[config.mk]
export PLATFORM = sky130hd
export DESIGN_NAME = bfly_pair_buffer
export DESIGN_NICKNAME = d
export VERILOG_FILES = /design/src/rtl/simd_pkg.sv /design/src/rtl/pair_mem.sv /design/src/rtl/bfly_pair_buffer.sv
export SDC_FILE = /design/constraint.sdc
export NUM_CORES = 1
export LEC_CHECK = 0
export CAP_MARGIN = 10
export CORE_MARGIN = 2
export CORE_UTILIZATION = 49
export CTS_CLUSTER_DIAMETER = 120
export CTS_CLUSTER_SIZE = 25
export DETAILED_ROUTE_END_ITERATION = 12
export PLACE_DENSITY_LB_ADDON = 0.25
export SYNTH_ARGS = -nofsm -noshare
export SYNTH_HDL_FRONTEND = slang
export SYNTH_SLANG_ARGS = --single-unit
[constraint.sdc]
create_clock -name clk -period 2.2 [get_ports clk]
set_clock_uncertainty 0.1 [all_clocks]
set_input_delay 0.22 -clock clk [delete_from_list [all_inputs] [get_ports clk]]
set_output_delay 0.22 -clock clk [all_outputs]
set_load 0.02 [all_outputs]
[src/rtl/simd_pkg.sv]
`default_nettype none
// +-----------------------------------------------------------------------+
// | simd_pkg: shared sample/pair types for the radix-2 butterfly datapath |
// | Rev 1.0                                                               |
// +-----------------------------------------------------------------------+
package simd_pkg;

   localparam int SAMPLE_W  = 15;
   localparam int BFLY_SPAN = 8;
   localparam int SPAN_AW   = $clog2(BFLY_SPAN);

   typedef logic signed [SAMPLE_W-1:0] sample_t;

   // Operand pair as seen by butterfly2r wrappers and the re-serializer.
   typedef struct packed {
      sample_t            a;
      sample_t            b;
      logic [SPAN_AW-1:0] idx;
      logic               last;
   } pair_t;

   typedef enum logic [0:0] {
      ST_FILL = 1'b0,
      ST_PAIR = 1'b1
   } buf_state_t;

endpackage
`default_nettype wire

[src/rtl/pair_mem.sv]
`default_nettype none
// +-----------------------------------------------------------------------+
// | pair_mem: D x W register file, sync write / async read, one address   |
// | Rev 1.0                                                               |
// +-----------------------------------------------------------------------+
module pair_mem
   import simd_pkg::*;
#(
   parameter int W  = SAMPLE_W,
   parameter int D  = BFLY_SPAN,
   parameter int AW = $clog2(D)
) (
   input  logic          clk,
   input  logic          we,
   input  logic [AW-1:0] addr,
   input  logic [W-1:0]  wdata,
   output logic [W-1:0]  rdata
);

   logic [W-1:0] mem [D];

   // Contents are not reset; every entry is rewritten in FILL before it is read.
   always_ff @(posedge clk) begin
      if (we) begin
         mem[addr] <= wdata;
      end
   end

   assign rdata = mem[addr];

endmodule
`default_nettype wire

[src/rtl/bfly_pair_buffer.sv]
`default_nettype none
// +-----------------------------------------------------------------------+
// | bfly_pair_buffer: forms (x[k], x[k+D]) operand pairs from a stream    |
// | Rev 1.0                                                               |
// +-----------------------------------------------------------------------+
module bfly_pair_buffer
   import simd_pkg::*;
#(
   parameter int W  = SAMPLE_W,
   parameter int D  = BFLY_SPAN,
   parameter int AW = $clog2(D)
) (
   input  logic          clk,
   input  logic          rst,
   input  logic          in_valid,
   output logic          in_ready,
   input  logic [W-1:0]  in_data,
   output logic          out_valid,
   input  logic          out_ready,
   output logic [W-1:0]  out_a,
   output logic [W-1:0]  out_b,
   output logic [AW-1:0] out_idx,
   output logic          out_last
);

   buf_state_t    state, state_nxt;
   logic [AW-1:0] idx, idx_nxt;
   logic          idx_at_end;
   logic          mem_we;
   logic          load_pair;
   logic [W-1:0]  mem_rdata;

   assign idx_at_end = (idx == AW'(D - 1));

   pair_mem #(
      .W  (W),
      .D  (D),
      .AW (AW)
   ) u_pair_mem (
      .clk   (clk),
      .we    (mem_we),
      .addr  (idx),
      .wdata (in_data),
      .rdata (mem_rdata)
   );

   // D is a power of two, so idx wraps to 0 on its own after D-1.
   always_comb begin
      state_nxt = state;
      idx_nxt   = idx;
      in_ready  = 1'b1;
      mem_we    = 1'b0;
      load_pair = 1'b0;
      case (state)
         ST_FILL: begin
            in_ready = 1'b1;
            if (in_valid) begin
               mem_we  = 1'b1;
               idx_nxt = idx + 1'b1;
               if (idx_at_end) begin
                  state_nxt = ST_PAIR;
               end
            end
         end
         ST_PAIR: begin
            in_ready = !out_valid || out_ready;
            if (in_valid && in_ready) begin
               load_pair = 1'b1;
               idx_nxt   = idx + 1'b1;
               if (idx_at_end) begin
                  state_nxt = ST_FILL;
               end
            end
         end
         default: begin
            state_nxt = ST_FILL;
         end
      endcase
   end

   always_ff @(posedge clk) begin
      if (rst) begin
         state <= ST_FILL;
         idx   <= '0;
      end else begin
         state <= state_nxt;
         idx   <= idx_nxt;
      end
   end

   // A load in the same cycle as a drain simply replaces the pair.
   always_ff @(posedge clk) begin
      if (rst) begin
         out_valid <= 1'b0;
         out_a     <= '0;
         out_b     <= '0;
         out_idx   <= '0;
         out_last  <= 1'b0;
      end else if (load_pair) begin
         out_valid <= 1'b1;
         out_a     <= mem_rdata;
         out_b     <= in_data;
         out_idx   <= idx;
         out_last  <= idx_at_end;
      end else if (out_ready) begin
         out_valid <= 1'b0;
      end
   end

endmodule
`default_nettype wire
======== Word-level counts from Yosys, hierarchy flattened ========
Memory sizes are Yosys's and may differ from the RTL's. A register that Yosys moved wholly into a read port is not among the register bits.
Index checks and enable logic that the tools add are counted.
storage, ports and cells
  output and inout port bits .............. 36
  memories kept ........................... 1
  RAM bits ................................ 120
  logic and storage cells ................. 34
  bits in registers ....................... 24
memories
  name            words  bits a word  read ports  clocked after Yosys merged registers in  wr ports  line            text
  u_pair_mem.mem  8      15           1           1                                        1         pair_mem.sv:20  logic [W-1:0] mem [D];
operators by class
  eq/ne operators ......................... 3
  bitwise logic cells ..................... 1
  mux-type cells .......................... 17
  reduce and logical (&&, ||, !) cells .... 5
  $add $sub $neg .......................... 1
operators by type and width
  kind                                                    number
  2-to-1 mux 1 bit                                        12
  2-to-1 mux 3 bit                                        2
  case mux 3 bit (2 select lines)                         1
  case mux 1 bit (2 select lines)                         2
  adder 3 x 1 -> 3 bit (second input constant)            1
  equality test 3 bit (second input constant)             1
  inequality test 2 x 1 -> 1 bit (second input constant)  1
  inequality test 2 bit (second input constant)           1
  AND reduction 2 bit                                     1
  nonzero test 2 bit                                      1
  logical AND 1 bit                                       1
  logical NOT 1 bit                                       1
  logical OR 1 bit                                        1
  NOT 1 bit                                               1

======== Depth between registers and ports, before layout ========
  depth after elaboration ................. 6
  depth in mapped cells ................... 6
  depth with buffers taken out ............ 4

======== Modules after synthesis ========
A second synthesis with hierarchy kept.
second synthesis, totals
  cell total of the unflattened synthesis .. 387
  area, all modules ....................... 6324.8 um2
by module, submodules not included
  module            cells an instance  times used  seq. area each (um2)  area each (um2)
  pair_mem          206                1           3603.5                4689.5
  bfly_pair_buffer  181                1           780.7                 1635.3

======== Worst setup path before layout ========
No wires, ideal clock.
  kind .................................... register to register
  start ................................... register idx[1]
  end ..................................... memory u_pair_mem.mem[0][0] (netlist bit) (enable)
  path buffers ............................ 0
  setup slack ............................. -166 ps
  stages on the path, launching flop included .. 3
  required time ........................... 1694 ps
  data arrival time ....................... 1860 ps
  cell sequence ........................... dfxtp_1 -> or3_1 -> nor3_1
RTL lines
  element                   line                    text
  start: declaration        bfly_pair_buffer.sv:27  logic [AW-1:0] idx, idx_nxt;
  start signal: assignment  bfly_pair_buffer.sv:87  idx <= idx_nxt;
  end: declaration          pair_mem.sv:20
No word-level cell before the write port.

======== Final worst setup path ========
  start ................................... register state
  end ..................................... output port in_ready
between the ends
  cells in the longest elaborated chain, start to end .. 2
RTL lines
  element                              line                    text
  start: declaration                   bfly_pair_buffer.sv:26  buf_state_t state, state_nxt;
  start signal: assignment             bfly_pair_buffer.sv:86  state <= state_nxt;
  NOT 1 bit                            n/a
  case mux 1 bit (2 select lines) (*)  bfly_pair_buffer.sv:54  case (state)
  end: declaration                     bfly_pair_buffer.sv:16  output logic in_ready,
Mark *: on every way between the ends. The rest lies on a longest branch, timed or not.

==> impl_metrics.csv <==
group,metric,value,unit
run_status,status,"finished clean",
synth,avgSynthCellArea,15.3,um2
clocking,clk_pin_slew_worst_paths,60,ps
setup_path,worstPathArrival,1720,ps
setup_path,crit_fanout,6,
cells_and_area,final_layout_size_suffix_gt1_frac,0.256,
setup_path,timing.rr.end,"out_a[9]",
clocking,clockRootBuffer,"clkbuf_16",
cells_and_area,final_area,0.00773,mm2
routing,drcViolationCount,0,
placement,postPlaceCellArea,0.00711,mm2
timing,final_hold_viol_count,0,
synth,synthFlopType,"edfxtp_1",
setup_path,crit_path_start_kind,"flip-flop",
synth,synth_top_area_share,0.579,
min_path,hp-class,"reg -> reg",
placement,dp_hpwl,9030,um
synth,yosysUniqueCellTypes,30,
setup_path,worstPathRequired,1880,ps
pwr,power.density,868,mW/mm2
timing,min_period,2040,ps
timing,slew_violations,0,
clocking,insertion_delay,420,ps
clocking,post_cts_buffers,0,
pwr,ir_drop,0.663,mV
setup_path,critPathMaxStageDelay,540,ps
min_path,hold_path_startpoint,"out_b[10]",
placement,place_congestion,0.837,
global_route,grtUsageTotal,0.228,
timing,slew_headroom,0.500,
floorplanning,die_x,117,um
timing,grt_setup_unrepaired,"false",
min_path,whs_path_depth,2,
placement,place_ws,107,ps
cells_and_area,final_nets,501,
timing,setup_viol,0,
clocking,htreeDepth,4,
synth,synth_top_area_cell,"edfxtp_1",
setup_path,r2r_start,"idx[1]",
synth,syn_nets,427,
routing,ant_nets,0,
timing,timing.setup.tns,0,ps
routing,drtPass1Iterations,9,
cells_and_area,nFillCells,967,
global_route,grt_first_pass_wirelength,22000,um
routing,viasPerCell,5.83,
global_route,antenna_found_initial,0,
timing,worst_slack,164,ps
floorplanning,die_h,117,um
setup_path,crit_chain,"and3b_1 -> inv_1 -> clkdlybuf4s50_1",
synth,ys_seq_area_frac,0.704,
synth,syn_inst,406,
floorplanning,rows,41,
clocking,cts_tree,"yes",
placement,port_buffers,54,
global_route,grt.overflow.total,0,
synth,synth-seq-cells,159,
synth,async_flop_share,0,
floorplanning,ios,55,
timing,fmax,0.491,GHz
setup_path,worst-r2r-cell-count,3,
clocking,cts_buffers,17,
setup_path,critPathKind,"reg -> out",
synth,synth_area_leaders,"edfxtp_1 (58%), dfxtp_1 (13%), mux2_2 (8.0%), mux2_4 (3.6%), a21oi_1 (3.1%)",
routing,vias,3875,
setup_path,worst_path_max_delay_cell,"clkdlybuf4s50_1",
run,cap_violations,0,
routing,drt_iter0_markers,341,
timing,finalCritPeriodShare,0.925,
timing,holdWs,376,ps
cells_and_area,fin_util,0.617,
setup_path,rrSetupSlack,340,ps
clocking,postCtsHoldBufs,0,
cells_and_area,antenna_cells,0,
clocking,cts_sinks,159,
synth,synth_warnings,0,
min_path,holdPathEnd,"out_b[10]",
global_route,grt_pass1_vias,3876,
routing,wire_per_inst,22.1,um
floorplanning,initial_core_util,0.497,
cells_and_area,layout_common_cells,"edfxtp_1 (120), clkdlybuf4s50_1 (54), mux2_2 (44), a21oi_1 (39), dfxtp_1 (38)",
floorplanning,die_area,0.0136,mm2
floorplanning,core-area,0.0125,mm2
cells_and_area,multiInputGateArea,0.00165,mm2
timing,worst_slew_pin_slew,750,ps
routing,drt-total-wl,14700,um
cells_and_area,layout.area.seq,0.00439,mm2
synth,synth_edf_count,120,
clocking,clk_path_buf_depth,2,
cells_and_area,layout_commonest_cell,"edfxtp_1",
pwr,power.leakage,0.00254,uW
synth,syn_area,0.00623,mm2
cells_and_area,area_growth_syn_to_layout,24.1,%
global_route,grt_max_degree,40,
clocking,cts_resized,0,
setup_path,cp-end-kind,"primary output",
[layer usage]
layer / routed length [um] / track usage / up-vias
met5: 0 / 0 / -
met4: 379 / 0.0980 / 0
met3: 862 / 0.0535 / 37
met2: 7240 / 0.368 / 157
met1: 6250 / 0.298 / 1945
li1: - / - / 1736
[power breakdown]
group | internal, uW | total, uW | switching (uW)
Combinational | 168 | 356 | 188
Clock | 1900 | 3060 | 1170
Sequential | 3270 | 3290 | 16.3
[worst max path at each step]
stage,startpoint,end,slack (ps),cells past startpoint
4_1_cts,out_valid,in_ready,160,3
2_1_floorplan,idx[0],u_pair_mem.mem[4][0],210,5
3_5_place_dp,in_valid,u_pair_mem.mem[0][12],110,5
3_3_place_gp,in_valid,u_pair_mem.mem[0][10],130,5
6_report,state,in_ready,160,3
5_1_grt,state,in_ready,70,3
[flip-flops by register name (all words and copies together), names as in the netlist]
signal	flops
state	1
u_pair_mem.mem	120
out_a	15
out_idx	3
out_b	15
idx	3
out_valid	1
out_last	1
[layout make-up]
type / instances / share of cell area
clock buffers: 18 / 0.0555
clock inverters: 14 / 0.0248
inverters: 2 / 0.000972
multi-input cells: 214 / 0.214
flip-flops and latches: 159 / 0.568
well taps: 172 / 0.0279
repair buffers: 86 / 0.109
[worst max-delay path, delay by kind of cell, from the launching register on]
kind,cells,cell delay (ps)
buf+inv,2,630
simple gates,1,260
flops,1,410
[stage by stage]
step	power [uW]	instances
after global placement	3700	633
after CTS	6740	665
after global routing	6860	665
after detailed placement	3700	633
after floorplan	3560	406
final	6710	665
[kinds of logic (layout without fill, tap and decap cells)]
| logic type | count (synthesis) | in the layout | synth area share |
|---|---|---|---|
| flip-flops | 159 | 159 | 0.704 |
| AO/OA/AOI/OAI | 92 | 92 | 0.0955 |
| multiplexers | 60 | 60 | 0.118 |
| AND/OR/NAND/NOR | 60 | 60 | 0.0470 |
| buffers and inverters | 33 | 120 | 0.0318 |
| adder cells (fa/ha/maj) | 2 | 2 | 0.00402 |
[synth_stat cells, types with 7 or more instances]
library cell and n:
mux2_2 44, nor2_1 7, dfxtp_1 39, edfxtp_1 120
mux2_4 15, o21ai_0 22, nand2_1 17, a222oi_1 15
buf_2 11, a311oi_1 15, nand3_1 21, a21oi_1 39
clkbuf_1 9
(Power assumes the default switching activity.)
